**src/rtl/sprite_mem_arbiter_pkg.sv**
```systemverilog
// Shared types and constants for the sprite memory arbiter and its helpers.
// Latency: n/a (declarations only).
// Backpressure: n/a.
// Contents: requester indices, FSM encoding, address/data widths, RAM command struct.
package sprite_mem_arbiter_pkg;

    localparam int ADDR_W  = 9;
    localparam int DATA_W  = 16;
    localparam int NUM_REQ = 3;

    typedef logic [ADDR_W-1:0]  addr_t;
    typedef logic [DATA_W-1:0]  data_t;
    typedef logic [NUM_REQ-1:0] req_vec_t;
    typedef logic [1:0]         req_idx_t;

    // Requester indices: line image loader, location loader, CPU port.
    localparam req_idx_t REQ_IMG = 2'd0;
    localparam req_idx_t REQ_LOC = 2'd1;
    localparam req_idx_t REQ_CPU = 2'd2;

    typedef enum logic {
        ST_IDLE = 1'b0,
        ST_OWN  = 1'b1
    } arb_state_t;

    // One RAM access as seen by the port register stage.
    typedef struct packed {
        logic  en;
        logic  we;
        addr_t addr;
        data_t wdata;
    } mem_cmd_t;

    function automatic req_vec_t req_onehot(input req_idx_t idx);
        req_vec_t oh;
        oh = '0;
        case (idx)
            REQ_IMG: oh = 3'b001;
            REQ_LOC: oh = 3'b010;
            REQ_CPU: oh = 3'b100;
            default: oh = '0;
        endcase
        return oh;
    endfunction

endpackage

```
**src/rtl/sprite_mem_arbiter_rr_pick.sv**
```systemverilog
// Round-robin choice between the location loader (1) and the CPU port (2).
// Latency: combinational.
// Backpressure: none; caller only uses pick when at least one request is high.
// Ports: req_1, req_2 = requests; last = 0 if requester 1 was served last,
//        1 if requester 2; pick = 0 selects requester 1, 1 selects requester 2.
module sprite_rr_pick (
    input  logic req_1,
    input  logic req_2,
    input  logic last,
    output logic pick
);

    always_comb begin
        pick = 1'b0;
        if (req_1 && req_2) begin
            // Both competing: favour the one that was not served last.
            pick = ~last;
        end else begin
            pick = req_2;
        end
    end

endmodule

```
**src/rtl/sprite_mem_arbiter.sv**
```systemverilog
// Three-way arbiter for the single-port sprite RAM: image loader has absolute priority,
// Latency: grant 1 cycle after request; RAM command 1 cycle after access; rvalid 2 cycles after access.
// Backpressure: requesters hold req until served; bursts of 1/2 are capped at MAX_BURST cycles.
// Ports: clk/rst (sync, active-high); req_i/addr_i requests; we_1/2, wdata_1/2 write side;
//        gnt one-hot owner; mem_en/mem_we/mem_addr/mem_wdata registered RAM command;
//        mem_rdata RAM return; rvalid per-requester read strobe, rdata = mem_rdata.
module sprite_mem_arbiter
    import sprite_mem_arbiter_pkg::*;
#(
    parameter int MAX_BURST = 8
) (
    input  logic              clk,
    input  logic              rst,
    input  logic              req_0,
    input  logic              req_1,
    input  logic              req_2,
    input  logic [ADDR_W-1:0] addr_0,
    input  logic [ADDR_W-1:0] addr_1,
    input  logic [ADDR_W-1:0] addr_2,
    input  logic              we_1,
    input  logic              we_2,
    input  logic [DATA_W-1:0] wdata_1,
    input  logic [DATA_W-1:0] wdata_2,
    output logic [2:0]        gnt,
    output logic              mem_en,
    output logic              mem_we,
    output logic [ADDR_W-1:0] mem_addr,
    output logic [DATA_W-1:0] mem_wdata,
    input  logic [DATA_W-1:0] mem_rdata,
    output logic [2:0]        rvalid,
    output logic [DATA_W-1:0] rdata
);

    // Last burst_cnt value at which a requester 1/2 may still keep the port.
    localparam logic [3:0] BURST_LAST = 4'(MAX_BURST - 1);

    arb_state_t state, state_nxt;
    req_idx_t   owner, owner_nxt;
    logic [3:0] burst_cnt, burst_cnt_nxt;
    logic       rr_last, rr_last_nxt;
    req_vec_t   gnt_nxt;
    logic       rr_pick;
    logic       owner_req;
    logic       cont;
    mem_cmd_t   acc;
    req_vec_t   tag_s1;

    sprite_rr_pick u_rr_pick (
        .req_1 (req_1),
        .req_2 (req_2),
        .last  (rr_last),
        .pick  (rr_pick)
    );

    // Request line of whoever currently owns the port.
    always_comb begin
        owner_req = 1'b0;
        case (owner)
            REQ_IMG: owner_req = req_0;
            REQ_LOC: owner_req = req_1;
            REQ_CPU: owner_req = req_2;
            default: owner_req = 1'b0;
        endcase
    end

    // Next-owner decision.
    always_comb begin
        state_nxt     = ST_IDLE;
        owner_nxt     = owner;
        burst_cnt_nxt = '0;
        rr_last_nxt   = rr_last;
        cont          = 1'b0;
        if (req_0) begin
            // Display deadline: the image loader always wins and is never capped.
            state_nxt = ST_OWN;
            owner_nxt = REQ_IMG;
            cont      = (state == ST_OWN) && (owner == REQ_IMG);
        end else if ((state == ST_OWN) && (owner != REQ_IMG) && owner_req &&
                     (burst_cnt < BURST_LAST)) begin
            state_nxt = ST_OWN;
            cont      = 1'b1;
        end else if (req_1 || req_2) begin
            // Fresh grant, even when the same requester wins again after its
            // burst expired, so the burst count restarts.
            state_nxt   = ST_OWN;
            owner_nxt   = rr_pick ? REQ_CPU : REQ_LOC;
            rr_last_nxt = rr_pick;
        end
        if (cont) begin
            // Saturate so a long image-loader burst cannot wrap the counter.
            burst_cnt_nxt = (burst_cnt == 4'hF) ? burst_cnt : burst_cnt + 4'd1;
        end
        gnt_nxt = (state_nxt == ST_OWN) ? req_onehot(owner_nxt) : '0;
    end

    always_ff @(posedge clk) begin
        if (rst) begin
            state     <= ST_IDLE;
            owner     <= REQ_IMG;
            burst_cnt <= '0;
            rr_last   <= 1'b1;  // pretend requester 2 went last: requester 1 is first in line
            gnt       <= '0;
        end else begin
            state     <= state_nxt;
            owner     <= owner_nxt;
            burst_cnt <= burst_cnt_nxt;
            rr_last   <= rr_last_nxt;
            gnt       <= gnt_nxt;
        end
    end

    // Access of the current owner; a grant cycle with its req dropped is empty.
    always_comb begin
        acc.en    = (state == ST_OWN) && owner_req;
        acc.we    = 1'b0;
        acc.addr  = addr_0;
        acc.wdata = mem_wdata;  // image loader is read-only: leave write data untouched
        case (owner)
            REQ_LOC: begin
                acc.we    = we_1;
                acc.addr  = addr_1;
                acc.wdata = wdata_1;
            end
            REQ_CPU: begin
                acc.we    = we_2;
                acc.addr  = addr_2;
                acc.wdata = wdata_2;
            end
            default: ;
        endcase
    end

    // RAM command register plus a two-stage read tag that travels with the
    // access, so returns are attributed correctly regardless of later grants.
    always_ff @(posedge clk) begin
        if (rst) begin
            mem_en    <= 1'b0;
            mem_we    <= 1'b0;
            mem_addr  <= '0;
            mem_wdata <= '0;
            tag_s1    <= '0;
            rvalid    <= '0;
        end else begin
            mem_en <= acc.en;
            mem_we <= acc.en && acc.we;
            if (acc.en) begin
                mem_addr  <= acc.addr;
                mem_wdata <= acc.wdata;
            end
            tag_s1 <= (acc.en && !acc.we) ? gnt : '0;
            rvalid <= tag_s1;
        end
    end

    assign rdata = mem_rdata;

endmodule

```
**config.mk**
```make
export PLATFORM = sky130hd
export DESIGN_NAME = sprite_mem_arbiter
export DESIGN_NICKNAME = d
export VERILOG_FILES = /design/src/rtl/sprite_mem_arbiter_pkg.sv /design/src/rtl/sprite_mem_arbiter_rr_pick.sv /design/src/rtl/sprite_mem_arbiter.sv
export SDC_FILE = /design/constraint.sdc
export NUM_CORES = 1
export LEC_CHECK = 0
export BUFFER_PORTS_ARGS = -buffer_cell sky130_fd_sc_hd__buf_4
export CORE_ASPECT_RATIO = 1.5
export CORE_MARGIN = 1
export CORE_UTILIZATION = 38
export DETAILED_ROUTE_END_ITERATION = 12
export PLACE_DENSITY = 0.76
export SLEW_MARGIN = 10
export SYNTH_ARGS = -nofsm -noshare
export SYNTH_HDL_FRONTEND = slang
export SYNTH_SLANG_ARGS = --single-unit
```
**constraint.sdc**
```tcl
create_clock -name clk -period 1.8 [get_ports clk]
set_input_delay 0.27 -clock clk [delete_from_list [all_inputs] [get_ports clk]]
set_output_delay 0.27 -clock clk [all_outputs]
set_load 0.02 [all_outputs]
```
==> results.txt <==
----------------------------------------------------
[Worst setup path]
  Register-to-register setup slack ... approximately 0.014 ns
  Worst EP required ... between 2 and 2.5 ns
  Critical path data arrival time ... approximately 2.0 ns
  R2r endpoint ... owner[1]
  Launching point of the worst reg2reg path ... owner[0]
  Path depth of the worst reg2reg path ... 6
  Maximum fanout along the worst path ... 7
  Kind of critical path ... reg2reg
  Crit. End Element ... flip-flop
  Critical path launch point type ... flip-flop

[Logic synthesis]
  Average instance area after synthesis ... slightly below 9 sq um
  Synthesized net count ... between 300 and 400
  Number of distinct library cells after synthesis ... 34
  Yosys reg bits ... between 40 and 50
  Sequential cell area fraction in the yosys report ... about 43%
  Post-synth EDFFs ... 0
  Combined area of all synthesized cells ... 2033 sq um
  Share of flip-flops with an asynchronous set or reset after synthesis ... 0%
  Number of instances in the synthesized netlist ... between 200 and 250
  YS warnings ... 0
  Primary FF master, synth ... sky130_fd_sc_hd__dfxtp_1

[Detailed routing]
  Avg WL per Cell ... 13.57 um
  Via density ... about 5.2
  Detailed-routing iteration count for the pre-antenna-repair pass ... 4
  Drt drc ... 0
  Aggregate routed wire length ... ~5.2 mm
  Post-DRT Antenna Nets ... 0
  Number of vias after detailed routing ... 2000
  Met2 Routed Length ... roughly 2.7 mm
  Top routing layer in use ... met4
  Drt initial violations ... 83
  Routed metal-1 wire length ... between 2 and 2.5 mm
  Routed wire length on met3 ... ~350 um

[Place]
  Count of input and output buffers ... 98
  Detailed Place HPWL ... 3.906 mm
  GPL Wtd Cong ... 0.7480

[Final layout]
  Proportion of layout cells with a drive suffix above 1 ... between 40% and 50%
  Number of antenna cells inserted ... 0
  Final standard cell utilization of the core ... a little under three fifths
  Number of nets at the end of the flow ... a little over 400
  P&R area growth vs syn ... 45.11%

[STA]
  RSZ-0062 raised after global routing ... yes
  Slew @ Worst Pin ... between 0.3 and 0.4 ns
  Share of the clock period used by the worst path after layout ... just under 100%
  Final setup viols ... 0
  Max transition margin ... around three quarters
  Final hold violation count ... 0
  Number of pins with negative max-slew slack in the final report ... 0
  Final Skew ... 0.003546 ns
  Peak clock frequency supported by timing ... around 560 MHz
  Period minus WS final ... approximately 1.8 ns

[Die]
  Effective utilization at floorplan ... about two fifths
  Placeable core region ... approximately 5200 sq um
  DIE HEIGHT ... slightly above 90 um
  Boundary Pins ... between 100 and 150
  Area of the die ... 5653 sq um
  Die width ... 61.73 um
  Number of core rows ... 32

[Hold path]
  Startpoint of the worst hold path ... req_2
  Worst hold endpoint ... state
  Hold/Removal Path Class ... in2reg
  Hold-critical path depth ... 3

[Clocking]
  Maximum buffer depth of the clock tree ... 2
  Cts-stage hold buffer count ... 0
  Clock Tree Root ... sky130_fd_sc_hd__clkbuf_8
  H-tree lvl count ... 2
  Clock buffer count from CTS ... 5
  CTS tree ... yes
  Clock transition at the registers of the reported paths ... roughly 0.080 ns
  Sinks on Clock Net ... 44
  Clock network latency to the later pin of the worst-skew pair ... about 0.28 ns

[Global route]
  Leftover overflow at the end of global routing ... 0
  Number of global-route vias before repair ... between 1500 and 2000
  First-pass GRT wire length ... ~8.0 mm
  Pin count of the biggest net entering global routing ... 33
  All-layer global routing usage ... approximately a fifth
  Number of antenna violations at the first check in global routing ... 0

[Power]
  Total power density per cell area ... 693.5 nW/um^2
  Overall Power ... about 2.0 mW
  Max VDD drop ... ~380 uV
  Leakage dissipation ... ~1.2 nW

[Outcome]
  Run status ... finished clean

[Run]
  Max-cap violations ... 0

----------------------------------------------------
-- critical path: stages, from the launching register on --
cell and delay (ns):
sky130_fd_sc_hd__dfxtp_4 0.37, sky130_fd_sc_hd__ha_1 0.21, sky130_fd_sc_hd__nand2b_2 0.24, sky130_fd_sc_hd__buf_4 0.19, sky130_fd_sc_hd__or3_4 0.38, sky130_fd_sc_hd__a211o_1 0.27
sky130_fd_sc_hd__nand2_1 0.06
-- sequential cells by signal, indices dropped and copies added (netlist names) --
signal and count:
mem_wdata 16, mem_addr 9, burst_cnt 4, gnt 3, rvalid 3, tag_s1 3, owner 2, mem_en 1
mem_we 1, rr_last 1, state 1
-- power by group --
part / leakage (nW) / internal [mW] / switching (mW) / total (mW)
Sequential: 0.359 / 1.01 / 0.0243 / 1.04
Combinational: 0.831 / 0.230 / 0.215 / 0.444
Clock: 0.0410 / 0.264 / 0.302 / 0.566
-- placed cells by master (no fill, tap or decap), types with 2 or more instances in the layout --
master	netlist	layout
sky130_fd_sc_hd__nor4_1	2	2
sky130_fd_sc_hd__clkbuf_8	0	5
sky130_fd_sc_hd__buf_4	16	109
sky130_fd_sc_hd__dfxtp_1	44	42
sky130_fd_sc_hd__and2_1	3	3
sky130_fd_sc_hd__a211oi_2	0	4
sky130_fd_sc_hd__a211oi_1	17	13
sky130_fd_sc_hd__a2111oi_0	9	7
sky130_fd_sc_hd__buf_12	0	2
sky130_fd_sc_hd__nor2b_1	3	3
sky130_fd_sc_hd__nand3_1	5	5
sky130_fd_sc_hd__nand2_1	3	3
sky130_fd_sc_hd__nor2_1	42	42
sky130_fd_sc_hd__dfxtp_4	0	2
sky130_fd_sc_hd__a211o_1	2	2
sky130_fd_sc_hd__a2111oi_1	0	2
sky130_fd_sc_hd__a22oi_1	25	25
sky130_fd_sc_hd__a21oi_1	13	12
sky130_fd_sc_hd__ha_1	5	3
sky130_fd_sc_hd__nor3_1	3	2
sky130_fd_sc_hd__a31oi_1	2	2
-- worst max-delay path by stage --
stage	start	end	cells after the start
after CTS	owner[0]	owner[1]	6
after detailed placement	owner[0]	owner[1]	6
after global routing	owner[1]	mem_wdata[15]	8
after floorplan	owner[0]	owner[0]	8
after global placement	owner[0]	owner[1]	6
final	owner[0]	owner[1]	6
-- final cells by class --
cell class | count | area (sq um)
Timing Repair Buffer | 112 | 869.6
Tap cell | 68 | 85.08
Fill cell | 480 | 2215
Clock inverter | 1 | 5.005
Clock buffer | 6 | 72.57
Inverter | 3 | 13.76
Sequential cell | 44 | 888.4
Multi-Input combinational cell | 151 | 1016
-- synthesized netlist by cell type (2+ instances only) --
cell type,count,share of area (%)
sky130_fd_sc_hd__a22oi_1,25,9.2
sky130_fd_sc_hd__or3_1,2,0.62
sky130_fd_sc_hd__dfxtp_1,44,43
sky130_fd_sc_hd__buf_2,6,1.5
sky130_fd_sc_hd__nor3b_1,2,0.74
sky130_fd_sc_hd__nor3_1,3,0.74
sky130_fd_sc_hd__a211oi_1,17,6.3
sky130_fd_sc_hd__inv_1,3,0.55
sky130_fd_sc_hd__and2_1,3,0.92
sky130_fd_sc_hd__a2111oi_0,9,3.9
sky130_fd_sc_hd__a21oi_1,13,3.2
sky130_fd_sc_hd__nor2b_1,3,0.92
sky130_fd_sc_hd__nand3_1,5,1.2
sky130_fd_sc_hd__a211o_1,2,0.86
sky130_fd_sc_hd__buf_4,16,5.9
sky130_fd_sc_hd__or2_1,2,0.62
sky130_fd_sc_hd__nor2_1,42,7.8
sky130_fd_sc_hd__a31oi_1,2,0.62
sky130_fd_sc_hd__clkbuf_1,12,2.2
sky130_fd_sc_hd__nand2_1,3,0.55
sky130_fd_sc_hd__ha_1,5,3.1
sky130_fd_sc_hd__nor4_1,2,0.62
-- metal layers --
layer,vias up,GRT usage [%]
li1,1008,-
met1,898,19.75
met2,78,33.78
met3,16,3.846
met4,0,7.407
met5,-,0
-- logic make-up (layout without fill, tap and decap cells) --
| logic type | count (synthesis) | in the layout | synth area share [%] |
|---|---|---|---|
| and+or+nand+nor | 70 | 70 | 15.75 |
| AOI/OAI and AO/OA | 74 | 74 | 26.58 |
| DFF | 44 | 44 | 43.32 |
| adders and majority gates | 5 | 5 | 3.077 |
| xor gates and xnor gates | 1 | 1 | 0.4308 |
| muxes | 1 | 1 | 0.4923 |
| buffers and inverters | 38 | 122 | 10.34 |
-- per-stage QoR --
stage | TNS [ns] | hold WS, ns | area, sq um | worst slack (ns) | instances
after floorplan | -0.07410 | 0.3877 | 2081 | -0.03540 | 233
after global placement | 0 | 0.4190 | 2818 | 0.05839 | 378
after detailed placement | 0 | 0.4236 | 2818 | 0.02920 | 378
after CTS | 0 | 0.2415 | 2895 | 0.01009 | 385
after global routing | -0.05607 | 0.2853 | 2950 | -0.01569 | 385
final | 0 | 0.2539 | 2950 | 0.01369 | 385
-- repair_timing --
item	4_1_cts	5_1_grt
endpoints found under the setup margin	0	36
setup buffers	0	0
resized for setup	0	15
Note: power is estimated with default switching activity, not from simulation.
